`config.mk`:
```
export PLATFORM = sky130hd
export DESIGN_NAME = vga_pixel_out
export DESIGN_NICKNAME = d
export VERILOG_FILES = /design/src/rtl/vga_pkg.sv /design/src/rtl/vga_pixel_out_fifo.sv /design/src/rtl/vga_pixel_out.sv
export SDC_FILE = /design/constraint.sdc
export NUM_CORES = 1
export LEC_CHECK = 0
export BUFFER_PORTS_ARGS = -buffer_cell sky130_fd_sc_hd__buf_4
export CAP_MARGIN = 10
export CORE_MARGIN = 4
export CORE_UTILIZATION = 41
export CTS_BUF_LIST = sky130_fd_sc_hd__clkbuf_8
export DETAILED_ROUTE_END_ITERATION = 8
export GPL_TIMING_DRIVEN = 1
export SLEW_MARGIN = 10
export SYNTH_ARGS = -nofsm -noshare
export SYNTH_HDL_FRONTEND = slang
export SYNTH_HIERARCHICAL = 1
export SYNTH_SLANG_ARGS = --single-unit
```
`constraint.sdc`:
```
create_clock -name clk -period 4.1 [get_ports clk]
set_input_delay 1.23 -clock clk [delete_from_list [all_inputs] [get_ports clk]]
set_output_delay 1.23 -clock clk [all_outputs]
set_load 0.01 [all_outputs]
```
`src/rtl/vga_pkg.sv`:
```
// Shared types and default VGA 640x480 timing for the pixel output block.
package vga_pkg;

  typedef enum logic [1:0] {
    IDLE,
    PRIME,
    RUN
  } fsm_t;

  typedef struct packed {
    logic [7:0] r;
    logic [7:0] g;
    logic [7:0] b;
  } rgb_t;

  function automatic int timing_total(input int active, input int fp,
                                      input int sync, input int bp);
    return active + fp + sync + bp;
  endfunction

  localparam int H_ACTIVE_DEF = 640;
  localparam int H_FP_DEF     = 16;
  localparam int H_SYNC_DEF   = 96;
  localparam int H_BP_DEF     = 48;
  localparam int V_ACTIVE_DEF = 480;
  localparam int V_FP_DEF     = 10;
  localparam int V_SYNC_DEF   = 2;
  localparam int V_BP_DEF     = 33;

  localparam int H_TOTAL_DEF = timing_total(H_ACTIVE_DEF, H_FP_DEF, H_SYNC_DEF, H_BP_DEF);
  localparam int V_TOTAL_DEF = timing_total(V_ACTIVE_DEF, V_FP_DEF, V_SYNC_DEF, V_BP_DEF);

endpackage

```
`src/rtl/vga_pixel_out_fifo.sv`:
```
// Synchronous pixel FIFO; push is ignored when full, pop ignored when empty.
module pixel_fifo #(
  parameter int DEPTH = 16,
  parameter int WIDTH = 24
) (
  input  logic                     clk,
  input  logic                     rst,
  input  logic                     push,
  input  logic                     pop,
  input  logic [WIDTH-1:0]         din,
  output logic [WIDTH-1:0]         dout,
  output logic                     full,
  output logic                     empty,
  output logic [$clog2(DEPTH):0]   level
);

  localparam int AW = $clog2(DEPTH);
  localparam logic [AW:0] FULL_CNT = (AW+1)'(DEPTH);

  logic [WIDTH-1:0] mem [DEPTH];
  logic [AW-1:0]    wr_ptr;
  logic [AW-1:0]    rd_ptr;
  logic [AW:0]      count;
  logic             do_push;
  logic             do_pop;

  assign full    = (count == FULL_CNT);
  assign empty   = (count == '0);
  assign do_push = push && !full;
  assign do_pop  = pop && !empty;
  assign dout    = mem[rd_ptr];
  assign level   = count;

  // Storage array: data only, so it carries no reset.
  always_ff @(posedge clk) begin
    if (do_push) mem[wr_ptr] <= din;
  end

  // Pointers and occupancy; a simultaneous push and pop leaves the count unchanged.
  always_ff @(posedge clk or negedge rst) begin
    if (!rst) begin
      wr_ptr <= '0;
      rd_ptr <= '0;
      count  <= '0;
    end else begin
      if (do_push) wr_ptr <= wr_ptr + 1'b1;
      if (do_pop)  rd_ptr <= rd_ptr + 1'b1;
      case ({do_push, do_pop})
        2'b10:   count <= count + 1'b1;
        2'b01:   count <= count - 1'b1;
        default: count <= count;
      endcase
    end
  end

endmodule

```
`src/rtl/vga_pixel_out.sv`:
```
// VGA pixel output: buffers pixels, generates raster timing on a pixel-clock
// enable and drives registered RGB/sync/blank to the display DAC.
module vga_pixel_out
  import vga_pkg::*;
#(
  parameter int H_ACTIVE   = H_ACTIVE_DEF,
  parameter int H_FP       = H_FP_DEF,
  parameter int H_SYNC     = H_SYNC_DEF,
  parameter int H_BP       = H_BP_DEF,
  parameter int V_ACTIVE   = V_ACTIVE_DEF,
  parameter int V_FP       = V_FP_DEF,
  parameter int V_SYNC     = V_SYNC_DEF,
  parameter int V_BP       = V_BP_DEF,
  parameter int PIX_DIV    = 2,
  parameter int FIFO_DEPTH = 16
) (
  input  logic                          clk,
  input  logic                          rst,
  input  logic                          enable,
  input  logic [23:0]                   pixel_in,
  input  logic                          pixel_valid,
  output logic                          pixel_ready,
  output logic                          hsync,
  output logic                          vsync,
  output logic                          blank_n,
  output logic [7:0]                    vga_r,
  output logic [7:0]                    vga_g,
  output logic [7:0]                    vga_b,
  output logic                          frame_start,
  output logic [15:0]                   underflow_cnt,
  output logic [$clog2(FIFO_DEPTH):0]   fifo_level
);

  localparam int H_TOTAL = timing_total(H_ACTIVE, H_FP, H_SYNC, H_BP);
  localparam int V_TOTAL = timing_total(V_ACTIVE, V_FP, V_SYNC, V_BP);
  localparam int HW = $clog2(H_TOTAL);
  localparam int VW = $clog2(V_TOTAL);
  localparam int LW = $clog2(FIFO_DEPTH) + 1;
  localparam int DW = (PIX_DIV > 1) ? $clog2(PIX_DIV) : 1;

  localparam logic [HW-1:0] H_LAST = HW'(H_TOTAL - 1);
  localparam logic [HW-1:0] H_VIS  = HW'(H_ACTIVE);
  localparam logic [HW-1:0] HS_BEG = HW'(H_ACTIVE + H_FP);
  localparam logic [HW-1:0] HS_END = HW'(H_ACTIVE + H_FP + H_SYNC);
  localparam logic [VW-1:0] V_LAST = VW'(V_TOTAL - 1);
  localparam logic [VW-1:0] V_VIS  = VW'(V_ACTIVE);
  localparam logic [VW-1:0] VS_BEG = VW'(V_ACTIVE + V_FP);
  localparam logic [VW-1:0] VS_END = VW'(V_ACTIVE + V_FP + V_SYNC);
  localparam logic [DW-1:0] DIV_LAST  = DW'(PIX_DIV - 1);
  localparam logic [LW-1:0] PRIME_LVL = LW'(FIFO_DEPTH / 2);

  function automatic logic [15:0] sat_inc16(input logic [15:0] val);
    return (val == 16'hFFFF) ? val : val + 16'd1;
  endfunction

  fsm_t            state_q;
  fsm_t            state_d;
  logic [DW-1:0]   div_p0;
  logic [HW-1:0]   h_p0;
  logic [VW-1:0]   v_p0;
  logic            tick;
  logic            h_wrap;
  logic            frame_wrap;
  logic            visible;
  logic            hs_act;
  logic            vs_act;
  logic            fifo_full;
  logic            fifo_empty;
  logic            pop;
  logic [23:0]     fifo_rd;
  rgb_t            fifo_pix;
  rgb_t            rgb_p1;
  logic            hsync_p1;
  logic            vsync_p1;
  logic            blank_p1;
  logic            fs_p1;
  logic [15:0]     uf_cnt;

  pixel_fifo #(
    .DEPTH (FIFO_DEPTH),
    .WIDTH (24)
  ) u_fifo (
    .clk   (clk),
    .rst   (rst),
    .push  (pixel_valid),
    .pop   (pop),
    .din   (pixel_in),
    .dout  (fifo_rd),
    .full  (fifo_full),
    .empty (fifo_empty),
    .level (fifo_level)
  );

  assign fifo_pix    = rgb_t'(fifo_rd);
  assign pixel_ready = !fifo_full;

  // ---- stage p0: pixel tick, raster counters, region decode ----
  assign tick       = (state_q == RUN) && (div_p0 == DIV_LAST);
  assign h_wrap     = (h_p0 == H_LAST);
  assign frame_wrap = h_wrap && (v_p0 == V_LAST);
  assign visible    = (h_p0 < H_VIS) && (v_p0 < V_VIS);
  assign hs_act     = (h_p0 >= HS_BEG) && (h_p0 < HS_END);
  assign vs_act     = (v_p0 >= VS_BEG) && (v_p0 < VS_END);
  assign pop        = tick && visible;

  // State register.
  always_ff @(posedge clk or negedge rst) begin
    if (!rst) state_q <= IDLE;
    else      state_q <= state_d;
  end

  // Next-state: prime the FIFO to half full before scanning; stop only at a frame boundary.
  always_comb begin
    state_d = state_q;
    case (state_q)
      IDLE:    if (enable) state_d = PRIME;
      PRIME: begin
        if (!enable)                       state_d = IDLE;
        else if (fifo_level >= PRIME_LVL)  state_d = RUN;
      end
      RUN:     if (tick && frame_wrap && !enable) state_d = IDLE;
      default: state_d = IDLE;
    endcase
  end

  // Pixel-clock divider, held at zero outside RUN so the first RUN tick lands on a fixed phase.
  always_ff @(posedge clk or negedge rst) begin
    if (!rst)                  div_p0 <= '0;
    else if (state_q != RUN)   div_p0 <= '0;
    else if (div_p0 == DIV_LAST) div_p0 <= '0;
    else                       div_p0 <= div_p0 + 1'b1;
  end

  // Raster counters advance once per tick; parked at (0,0) outside RUN.
  always_ff @(posedge clk or negedge rst) begin
    if (!rst) begin
      h_p0 <= '0;
      v_p0 <= '0;
    end else if (state_q != RUN) begin
      h_p0 <= '0;
      v_p0 <= '0;
    end else if (tick) begin
      if (h_wrap) begin
        h_p0 <= '0;
        v_p0 <= (v_p0 == V_LAST) ? '0 : v_p0 + 1'b1;
      end else begin
        h_p0 <= h_p0 + 1'b1;
      end
    end
  end

  // ---- stage p1: registered display outputs, all delayed by the same tick ----
  // Output registers; colour comes from the FIFO head, black when blanked or starved.
  always_ff @(posedge clk or negedge rst) begin
    if (!rst) begin
      rgb_p1   <= '0;
      hsync_p1 <= 1'b1;
      vsync_p1 <= 1'b1;
      blank_p1 <= 1'b0;
      fs_p1    <= 1'b0;
    end else if (state_q != RUN) begin
      rgb_p1   <= '0;
      hsync_p1 <= 1'b1;
      vsync_p1 <= 1'b1;
      blank_p1 <= 1'b0;
      fs_p1    <= 1'b0;
    end else if (tick) begin
      rgb_p1   <= (visible && !fifo_empty) ? fifo_pix : '0;
      hsync_p1 <= !hs_act;
      vsync_p1 <= !vs_act;
      blank_p1 <= visible;
      fs_p1    <= (h_p0 == '0) && (v_p0 == '0);
    end else begin
      fs_p1    <= 1'b0;
    end
  end

  // Underflow counter: one count per visible pixel shown while the FIFO was empty.
  always_ff @(posedge clk or negedge rst) begin
    if (!rst)                             uf_cnt <= '0;
    else if (tick && visible && fifo_empty) uf_cnt <= sat_inc16(uf_cnt);
  end

  assign vga_r         = rgb_p1.r;
  assign vga_g         = rgb_p1.g;
  assign vga_b         = rgb_p1.b;
  assign hsync         = hsync_p1;
  assign vsync         = vsync_p1;
  assign blank_n       = blank_p1;
  assign frame_start   = fs_p1;
  assign underflow_cnt = uf_cnt;

endmodule

```
### Yosys cells after proc, flatten, opt, wreduce, memory -nomap -nowiden

Memories as Yosys holds them, arrays and structs flattened.
Cells that the tools add are included.
Widths: inputs -> output; s select.

* word-level logic and storage cells: 100
* bits in writable memories: 384
* register bits after elaboration: 80
* input port bits: 28
* memories kept: 1

Memory list
* u_fifo.mem: words 16, width 24, rd ports 1, clocked after Yosys merged registers in 0, write ports 1, RTL line vga_pixel_out_fifo.sv:20 `logic [WIDTH-1:0] mem [DEPTH];`

* add/subtract/negate cells: 8
* bitwise logic cells: 1
* reduce and logical (&&, ||, !) cells: 28
* mux-type cells: 28
* magnitude comparators: 7
* equal/unequal tests: 12

Operators by type and width (number)
* $mux 24: 3
* $mux 10: 7
* $add 10x1->10 const B: 2
* $eq 10x10->1 const B: 2
* $logic_not 10->1: 2
* $lt 10x10->1 const B: 2
* $lt 10x9->1 const B: 2
* $add 16x1->16 const B: 1
* $eq 16x16->1 const B: 1
* $logic_and 1x1->1: 13
* $mux 1: 12
* $ge 10x10->1 const B: 1
* $ge 10x9->1 const B: 1
* $pmux 5 s2: 1
* $add 4x1->4 const B: 2
* $mux 2: 4
* $pmux 2 s3: 1
* $reduce_bool 2->1: 3
* $add 5x1->5 const B: 1
* $eq 5x5->1 const B: 1
* $ge 5x4->1 const B: 1
* $logic_not 1->1: 5
* $logic_not 5->1: 1
* $sub 5x1->5 const B: 1
* other kinds (10): 14

### Longest topological paths before layout

Gate-level depths: netlist of the first run.

* word-level depth: 6
* gate-level depth with buffers: 13
* mapped depth without buffers: 12

### By module

The synthesis of the first run kept the hierarchy.

Modules (own cells, without submodules)
* pixel_fifo: instances 1, area an instance 15698.8 sq um, cells an instance 784
* vga_pixel_out: instances 1, area an instance 3070.4 sq um, cells an instance 287

### Least setup slack after synthesis of the first run

Ideal clock, no wire load.

* path kind: input to register
* from: in pixel_valid
* to: mem u_fifo.mem[3][0] (enable)
* cell stages on the path: 4
* arrival time: 3307 ps
* data required time: 3665 ps
* setup slack: 358 ps
* buffers on the path: 1
* cells stage by stage: and2_1 -> buf_2 -> nand2_1 -> nor3_1

* cells in the longest elaborated chain, start to end: 3

Ends and longest elaborated chain
* start: declaration: RTL line vga_pixel_out.sv:21 `input logic pixel_valid,`
* $logic_and 1x1->1: RTL line vga_pixel_out_fifo.sv:29 `assign do_push = push && !full;`
* $mux 1: RTL line vga_pixel_out_fifo.sv:36 `if (do_push) mem[wr_ptr] <= din;`
* $mux 1 (not written as such): RTL line vga_pixel_out_fifo.sv:36
* end: declaration: RTL line vga_pixel_out_fifo.sv:20

No other way between the ends.

### Worst setup path after layout of the first run

* from: reg div_p0
* to: reg u_fifo.count[4] (netlist: u_fifo/level[4])

* cells in the longest elaborated chain, start to end: 5
* elaborated cells on any way between the ends: 7
* classes of those cells: eq/ne (2); mux (1); reduce/logical (4)

Ends and longest elaborated chain
* start: declaration: RTL line vga_pixel_out.sv:58 `logic [DW-1:0] div_p0;`
* start signal: assignment: RTL line vga_pixel_out.sv:131 `else div_p0 <= div_p0 + 1'b1;`
* $logic_and 1x1->1 (*): RTL line vga_pixel_out.sv:98 `assign tick = (state_q == RUN) && (div_p0 == DIV_LAST);`
* $logic_and 1x1->1 (*): RTL line vga_pixel_out.sv:104 `assign pop = tick && visible;`
* via pop: RTL line vga_pixel_out.sv:69 `logic pop;`
* $logic_and 1x1->1 (*): RTL line vga_pixel_out_fifo.sv:30 `assign do_pop = pop && !empty;`
* $eq 2x1->1 or $eq 2x2->1 (tied branches): RTL line vga_pixel_out_fifo.sv:48 `case ({do_push, do_pop})`
* $pmux 5 s2 or $reduce_bool 2->1 (tied branches)
* end signal: assignment: RTL line vga_pixel_out_fifo.sv:49 `2'b10: count <= count + 1'b1;`
* end signal: assignment: RTL line vga_pixel_out_fifo.sv:50 `2'b01: count <= count - 1'b1;`
* end signal: assignment: RTL line vga_pixel_out_fifo.sv:51 `default: count <= count;`
* end: declaration: RTL line vga_pixel_out_fifo.sv:23 `logic [AW:0] count;`

Mark *: on every way through the listed nets, which the timed path passes. The rest lies on a longest branch.
A chain may end at the register's enable or synchronous reset.

==> results of run 1 <==
## per-layer routing
layer	global-route usage, %	vias up
li1	-	4567
met2	27.0	281
met5	0	-
met1	25.2	5331
met4	5.38	0
met3	3.57	70
## sequential cells by signal (all words and copies together), names as in the netlist, 2 cells and up
signal / count
u_fifo/mem: 384
state_q: 2
underflow_cnt: 16
u_fifo/wr_ptr: 4
u_fifo/level: 5
vga_r: 8
v_p0: 10
vga_b: 8
h_p0: 10
vga_g: 8
u_fifo/rd_ptr: 4
## worst max path at each step
| stage | startpoint | end | slack [ns] | cells past startpoint |
|---|---|---|---|---|
| final | div_p0$_DFF_PN0_ | u_fifo/level[4]$_DFFE_PN0P_ | 0.90 | 12 |
| after global routing | div_p0$_DFF_PN0_ | u_fifo/level[4]$_DFFE_PN0P_ | 0.63 | 12 |
| after CTS | div_p0$_DFF_PN0_ | u_fifo/level[4]$_DFFE_PN0P_ | 0.85 | 12 |
| after detailed placement | pixel_valid | u_fifo/level[4]$_DFFE_PN0P_ | 0.67 | 10 |
| after global placement | pixel_valid | u_fifo/level[4]$_DFFE_PN0P_ | 0.65 | 10 |
| after floorplan | pixel_valid | u_fifo/mem[3][0]$_DFFE_PP_ | 0.36 | 4 |
## layout by cell type, fill, tap and decap left out, drive strengths merged, types with 2 or more instances in the layout
cell,count
edfxtp,384
buf,107
mux2i,98
clkbuf,82
dfrtp,78
nand2,53
mux4,48
a221oi,48
inv,47
o21ai,42
nor2,33
clkinv,27
a22o,24
a22oi,24
xnor2,22
nand3,16
ha,14
nand4,11
a21oi,11
nor3,11
and3,9
nor2b,9
xor2,8
or3,4
nand2b,4
and4,4
a31oi,4
nand4b,4
clkinvlp,4
and2,4
or4,3
mux2,3
nor4,3
or4b,2
a21o,2
bufinv,2
dfstp,2
## cells by family after synthesis
kind of cell             share of synthesized area (%)
multiplexers                                      11.2
AND/OR/NAND/NOR                                   4.90
AO/OA/AOI/OAI                                     6.86
adder cells (fa/ha/maj)                           1.04
flip-flops                                        72.1
XOR/XNOR                                          1.40
buffers and inverters                             2.52
## where the power goes
group          internal [uW]  switching [uW]  leakage, uW
Combinational           1840            2450      0.00243
Sequential              5730             369      0.00446
Clock                   2010            1870     0.000851
Total                   9580            4680      0.00774
## final cells by class
cell class | count | area share, %
Tap cell | 600 | 3.48
Clock inverter | 64 | 1.67
Sequential cell | 464 | 62.8
Multi-Input combinational cell | 532 | 22.6
Inverter | 16 | 0.279
Clock buffer | 82 | 5.23
Timing Repair Buffer | 107 | 3.96
## worst max-delay path: cells and delay by family (launching register included)
family | cells | cell delay, ns
xor+xnor | 1 | 0.13
simple gates | 6 | 1.51
compound gates | 1 | 0.12
flops | 1 | 0.32
buf+inv | 2 | 0.30
fa+ha+maj | 2 | 0.71
## through the flow
stage / utilization, % / std cells / power (uW) / hold WS (ns)
global route: 47.6 / 1865 / 15100 / 0.517
finish: 47.6 / 1865 / 14300 / 0.507
CTS: 47.6 / 1865 / 14500 / 0.510
floorplan: - / 1071 / 9150 / 0.468
global placement: 44.3 / 1719 / 10500 / 0.490
detailed placement: 44.3 / 1719 / 10500 / 0.492
==> results.txt, run 1 <==
initial core utilization -> 41.4%
clock insertion delay at the later pin of the skew report -> 0.64 ns
# hold bufs at CTS -> 0
met3 wire len -> 2.24 mm
Die Area -> 49300 um2
Slew headroom -> 33.7%
final instance area -> 21600 um2
pre-CTS setup slack -> 0.673 ns
top-count cell post-synth -> edfxtp_1
RSZ-0062 raised after global routing -> no
Std-Cell Core Area -> 45300 um2
Crit path top cell by count -> nor2b_1
first-pass GRT wire length -> 65.9 mm
clk sinks -> 464
highest metal used -> met4
fin crit period -> 3.20 ns
syn_area_per_cell -> 17.5 um2
worst hold path endpoint -> vga_b[4]$_DFFE_PN0P_
via count -> 10200
Final period util -> 78.0%
ANT nets after route -> 0
Gate Count Post-Synth -> 1071
post-CTS sizing -> 0
Rows -> 78
area growth from synthesis to layout -> 14.9%
Hold Path Stages -> 1
buffers added on ports -> 77
TritonRoute pass-1 iters -> 5
vias in the first global route -> 10400
area leader, netlist -> edfxtp_1
depth of the CTS H-tree -> 3
initial drt markers -> 842
Sequential cell area -> 13500 um2
f_max -> 313 MHz
Vias per Instance -> 5.50
Worst-Margin Slew -> 0.992 ns
WS Path Type -> flip-flop to flip-flop
type of element launching the critical path -> flip-flop
R2R Path Start -> div_p0$_DFF_PN0_
WL/cell -> 22.9 um
Detail Placement HPWL -> 25.5 mm
post-synthesis sequential area ratio -> 72.1%
initial antenna violation count -> 0
CTS Buf Count -> 80
Critical Path AT -> 3.72 ns
status -> completed
share of Yosys cell area claimed by the top area cell type -> 61.4%
syn_nets -> 1114
Post-synth EDFFs -> 384
YS warnings -> 6
hold crit path type -> flip-flop to flip-flop
CP Cell Sequence -> buf_4 -> nand3b_1 -> and4bb_2 -> nor2b_1 -> ha_1 -> inv_1 -> fa_1 -> nor2b_1 -> o21ai_0 -> nand3_1 -> or3b_1 -> xnor2_1
hold path start -> vga_b[4]$_DFFE_PN0P_
GPL Wtd Cong -> 0.763
max incr delay on CP -> 0.41 ns
Setup TNS Final -> 0 ns
chip width -> 222 um
DRC -> 0
final setup violating endpoints -> 0
Vert. Die Dim -> 222 um
leak pwr -> 0.00774 uW
Yosys reg bits -> 464
Netlist Area Pre-Place -> 18800 um2
Worst setup EP type -> flip-flop
Post-synth top cells -> edfxtp_1, mux2i_1, dfrtp_1
grt total ovfl -> 0
Layout Nets -> 1244
setup ws final -> 0.901 ns
R2R cell count -> 12
top_reg_cell synth -> edfxtp_1
placed instance area -> 20100 um2
Tot GR Track Use -> 17.5%
Slew Limit Fails -> 0
postcts setup bufs -> 0
Max clock buf depth -> 3
Max rail drop VDD -> 373 uV
worst reg-to-reg setup slack -> 0.90 ns
Fin. Hold Viols -> 0
largest net degree at the start of global routing -> 50
layout cells sized above 1 -> 24.1%
largest cells by area after synthesis -> edfxtp_1, dfrtp_1, mux4_2
Reg clk slew, reported paths -> 0.07 ns
Fillers -> 3867
Yosys cell types -> 59
slowest stage cell on the critical path -> nor2b_1
crit-path max FO -> 14
CTS root buf -> clkbuf_8
final wirelength -> 42.8 mm
Boundary Pins -> 78
PD cells -> 662 nW/um2
Multi-input gate area -> 4870 um2
required time of the worst setup path -> 4.62 ns
ys async rst share -> 17.2%
n_diodes -> 0
met2 wire len -> 20.2 mm
clock skew -> 0.0248 ns
wl on met1 -> 19.5 mm
R2R Path End -> u_fifo/level[4]$_DFFE_PN0P_
MaxCap Viol Count -> 0
CTS tree -> done
Power figures use the tool's default switching activity.
==> run 2: changes to the inputs <==
--- a/config.mk
+++ b/config.mk
@@ -5,6 +5,7 @@
 export SDC_FILE = /design/constraint.sdc
 export NUM_CORES = 1
 export LEC_CHECK = 0
+export ABC_AREA = 1
 export BUFFER_PORTS_ARGS = -buffer_cell sky130_fd_sc_hd__buf_4
 export CAP_MARGIN = 10
 export CORE_MARGIN = 4
==> constraint.sdc (replaced) <==
create_clock -name clk -period 2.85 [get_ports clk]
set_input_delay 0.855 -clock clk [delete_from_list [all_inputs] [get_ports clk]]
set_output_delay 0.855 -clock clk [all_outputs]
set_load 0.01 [all_outputs]
==> results.txt, run 2 <==
area leader, netlist -> edfxtp_1
MaxCap Viol Count -> 0
PD cells -> 808 nW/um2
syn_area_per_cell -> 9.87 um2
Yosys cell types -> 36
Max rail drop VDD -> 801 uV
initial antenna violation count -> 0
Vert. Die Dim -> 231 um
CTS tree -> done
Fillers -> 4545
CTS Buf Count -> 77
TritonRoute pass-1 iters -> 5
Std-Cell Core Area -> 49200 um2
first-pass GRT wire length -> 77.6 mm
hold crit path type -> input pin to asynchronous set/reset pin
largest net degree at the start of global routing -> 121
Max clock buf depth -> 3
Worst-Margin Slew -> 0.737 ns
initial core utilization -> 41.6%
Die Area -> 53500 um2
via count -> 14100
Tot GR Track Use -> 18.5%
Final period util -> 91.5%
top-count cell post-synth -> nand2_1
Post-synth top cells -> nand2_1, edfxtp_1, inv_1
Reg clk slew, reported paths -> 0.06 ns
WS Path Type -> flip-flop to flip-flop
Critical Path AT -> 3.14 ns
Setup TNS Final -> 0 ns
# hold bufs at CTS -> 0
Detail Placement HPWL -> 28.9 mm
Layout Nets -> 2230
Placed Instances -> 2772
leak pwr -> 0.0101 uW
final setup violating endpoints -> 0
commonest non-fill, non-tap cells in the layout -> nand2_1, edfxtp_1, inv_1, nor2_1, nand3_1
status -> completed
YS warnings -> 6
Rows -> 81
post-CTS sizing -> 0
depth of the CTS H-tree -> 3
clock skew -> 0.0284 ns
final design utilization -> 47.6%
clock insertion delay at the later pin of the skew report -> 0.65 ns
postcts setup bufs -> 0
area growth from synthesis to layout -> 14.4%
Boundary Pins -> 78
GPL Wtd Cong -> 0.883
Netlist Area Pre-Place -> 20400 um2
type of element launching the critical path -> flip-flop
ys async rst share -> 17.2%
Worst setup EP type -> flip-flop
vias in the first global route -> 14000
f_max -> 383 MHz
Slew headroom -> 50.9%
RSZ-0062 raised after global routing -> no
Fin. Hold Viols -> 0
crit-path max FO -> 6
required time of the worst setup path -> 3.38 ns
chip width -> 231 um
WL/cell -> 17.0 um
Largest Register -> u_fifo/mem
grt total ovfl -> 0
initial drt markers -> 1084
share of Yosys cell area claimed by the top area cell type -> 56.4%
final wirelength -> 49.4 mm
clk sinks -> 464
Vias per Instance -> 4.84
post-synthesis sequential area ratio -> 66.2%
ANT nets after route -> 0
DRC -> 0
Slew Limit Fails -> 0
Yosys reg bits -> 464
layout cells sized above 1 -> 11.7%
Gate Count Post-Synth -> 2070
syn_nets -> 2113
buffers added on ports -> 77
Final Instance Count excl. Fillers -> 2910
largest cells by area after synthesis -> edfxtp_1, nand2_1, dfrtp_1
fin crit period -> 2.61 ns
top_reg_cell synth -> edfxtp_1
Largest register FFs -> 384
n_diodes -> 0
commonest non-fill, non-tap cell in the layout -> nand2_1
CTS root buf -> clkbuf_8
Post-synth EDFFs -> 384
run 2: changes by cell type after synthesis, sizes merged, moves of 10 or more:
| cell | previous run | this run |
|---|---|---|
| mux2i | 98 | 0 |
| a221oi | 48 | 0 |
| mux4 | 48 | 0 |
| nand2 | 53 | 805 |
| clkbuf | 26 | 16 |
| buf | 33 | 69 |
| a22o | 24 | 0 |
| nor2 | 33 | 206 |
| a22oi | 24 | 0 |
| xnor2 | 22 | 10 |
| nand3 | 16 | 171 |
| inv | 16 | 214 |
run 2: final timing paths:
path                                        startpoint                           to  slack (ns)  cells after the start
worst max register to register     v_p0[8]$_DFFE_PN0P_  u_fifo/level[4]$_DFFE_PN0P_        0.24                     14
max in group asynchronous                          rst         vga_g[6]$_DFFE_PN0P_        1.99                      2
worst max-delay path               v_p0[8]$_DFFE_PN0P_  u_fifo/level[4]$_DFFE_PN0P_        0.24                     14
min in group clk                state_q[1]$_DFFE_PN0P_       state_q[0]$_DFFE_PN0P_        0.48                      1
worst min register to register  state_q[1]$_DFFE_PN0P_       state_q[0]$_DFFE_PN0P_        0.48                      1
worst min-delay path                               rst          v_p0[4]$_DFFE_PN0P_        0.19                      1
run 2: cell families (layout without fill, tap and decap cells):
family	after synthesis	in the layout	synth area share (%)
AOI/OAI and AO/OA	59	59	1.49
and+or+nand+nor	1208	1208	23.9
DFF	464	464	66.2
buffers and inverters	299	475	6.33
adders and majority gates	15	15	0.955
xor gates and xnor gates	25	25	1.07
run 2: final cells by class:
type	instances	area, um2	share of cell area (%)
clock buffers	83	1140	4.89
clock inverters	55	238	1.02
inverters	214	806	3.45
multi-input cells	1307	5730	24.5
flip-flops and latches	464	13500	57.9
well taps	664	831	3.55
repair buffers	123	1090	4.65
run 2: per-stage QoR:
step / power [uW] / hold slack [ns] / instance area (um2) / setup WS (ns)
after floorplan: 11900 / 0.450 / 20400 / 0.230
after global placement: 13600 / 0.466 / 22000 / 0.346
after detailed placement: 13700 / 0.470 / 22000 / 0.247
after CTS: 19100 / 0.151 / 23400 / 0.249
after global routing: 20100 / 0.200 / 23400 / 0.0117
final: 18900 / 0.193 / 23400 / 0.242
run 2: power by group:
part           leakage [uW]  total [uW]  switching, uW  internal [uW]
logic               0.00470        5170           3610           1560
clock network      0.000819        5350           2660           2690
registers           0.00455        8360            324           8040
run 2: per-layer routing:
layer | wire, um | part of all wire [%] | vias to the layer above | global-route usage [%]
li1 | - | - | 6900 | -
met5 | 0 | 0 | - | 0
met2 | 22700 | 46 | 337 | 29.9
met4 | 1270 | 2.6 | 0 | 5.58
met3 | 2330 | 4.7 | 97 | 3.44
met1 | 23200 | 47 | 6743 | 25.7
run 2: worst max-delay path, stage by stage, from the launching register on:
cell,delay (ns)
dfrtp_1,0.41
inv_1,0.10
nor3_2,0.28
nor2_1,0.11
nand2_1,0.10
inv_1,0.04
nand2_1,0.18
inv_1,0.12
ha_1,0.27
ha_1,0.33
or2_2,0.31
nand3_1,0.09
nand2_1,0.05
nand2_1,0.05
nand2_1,0.04
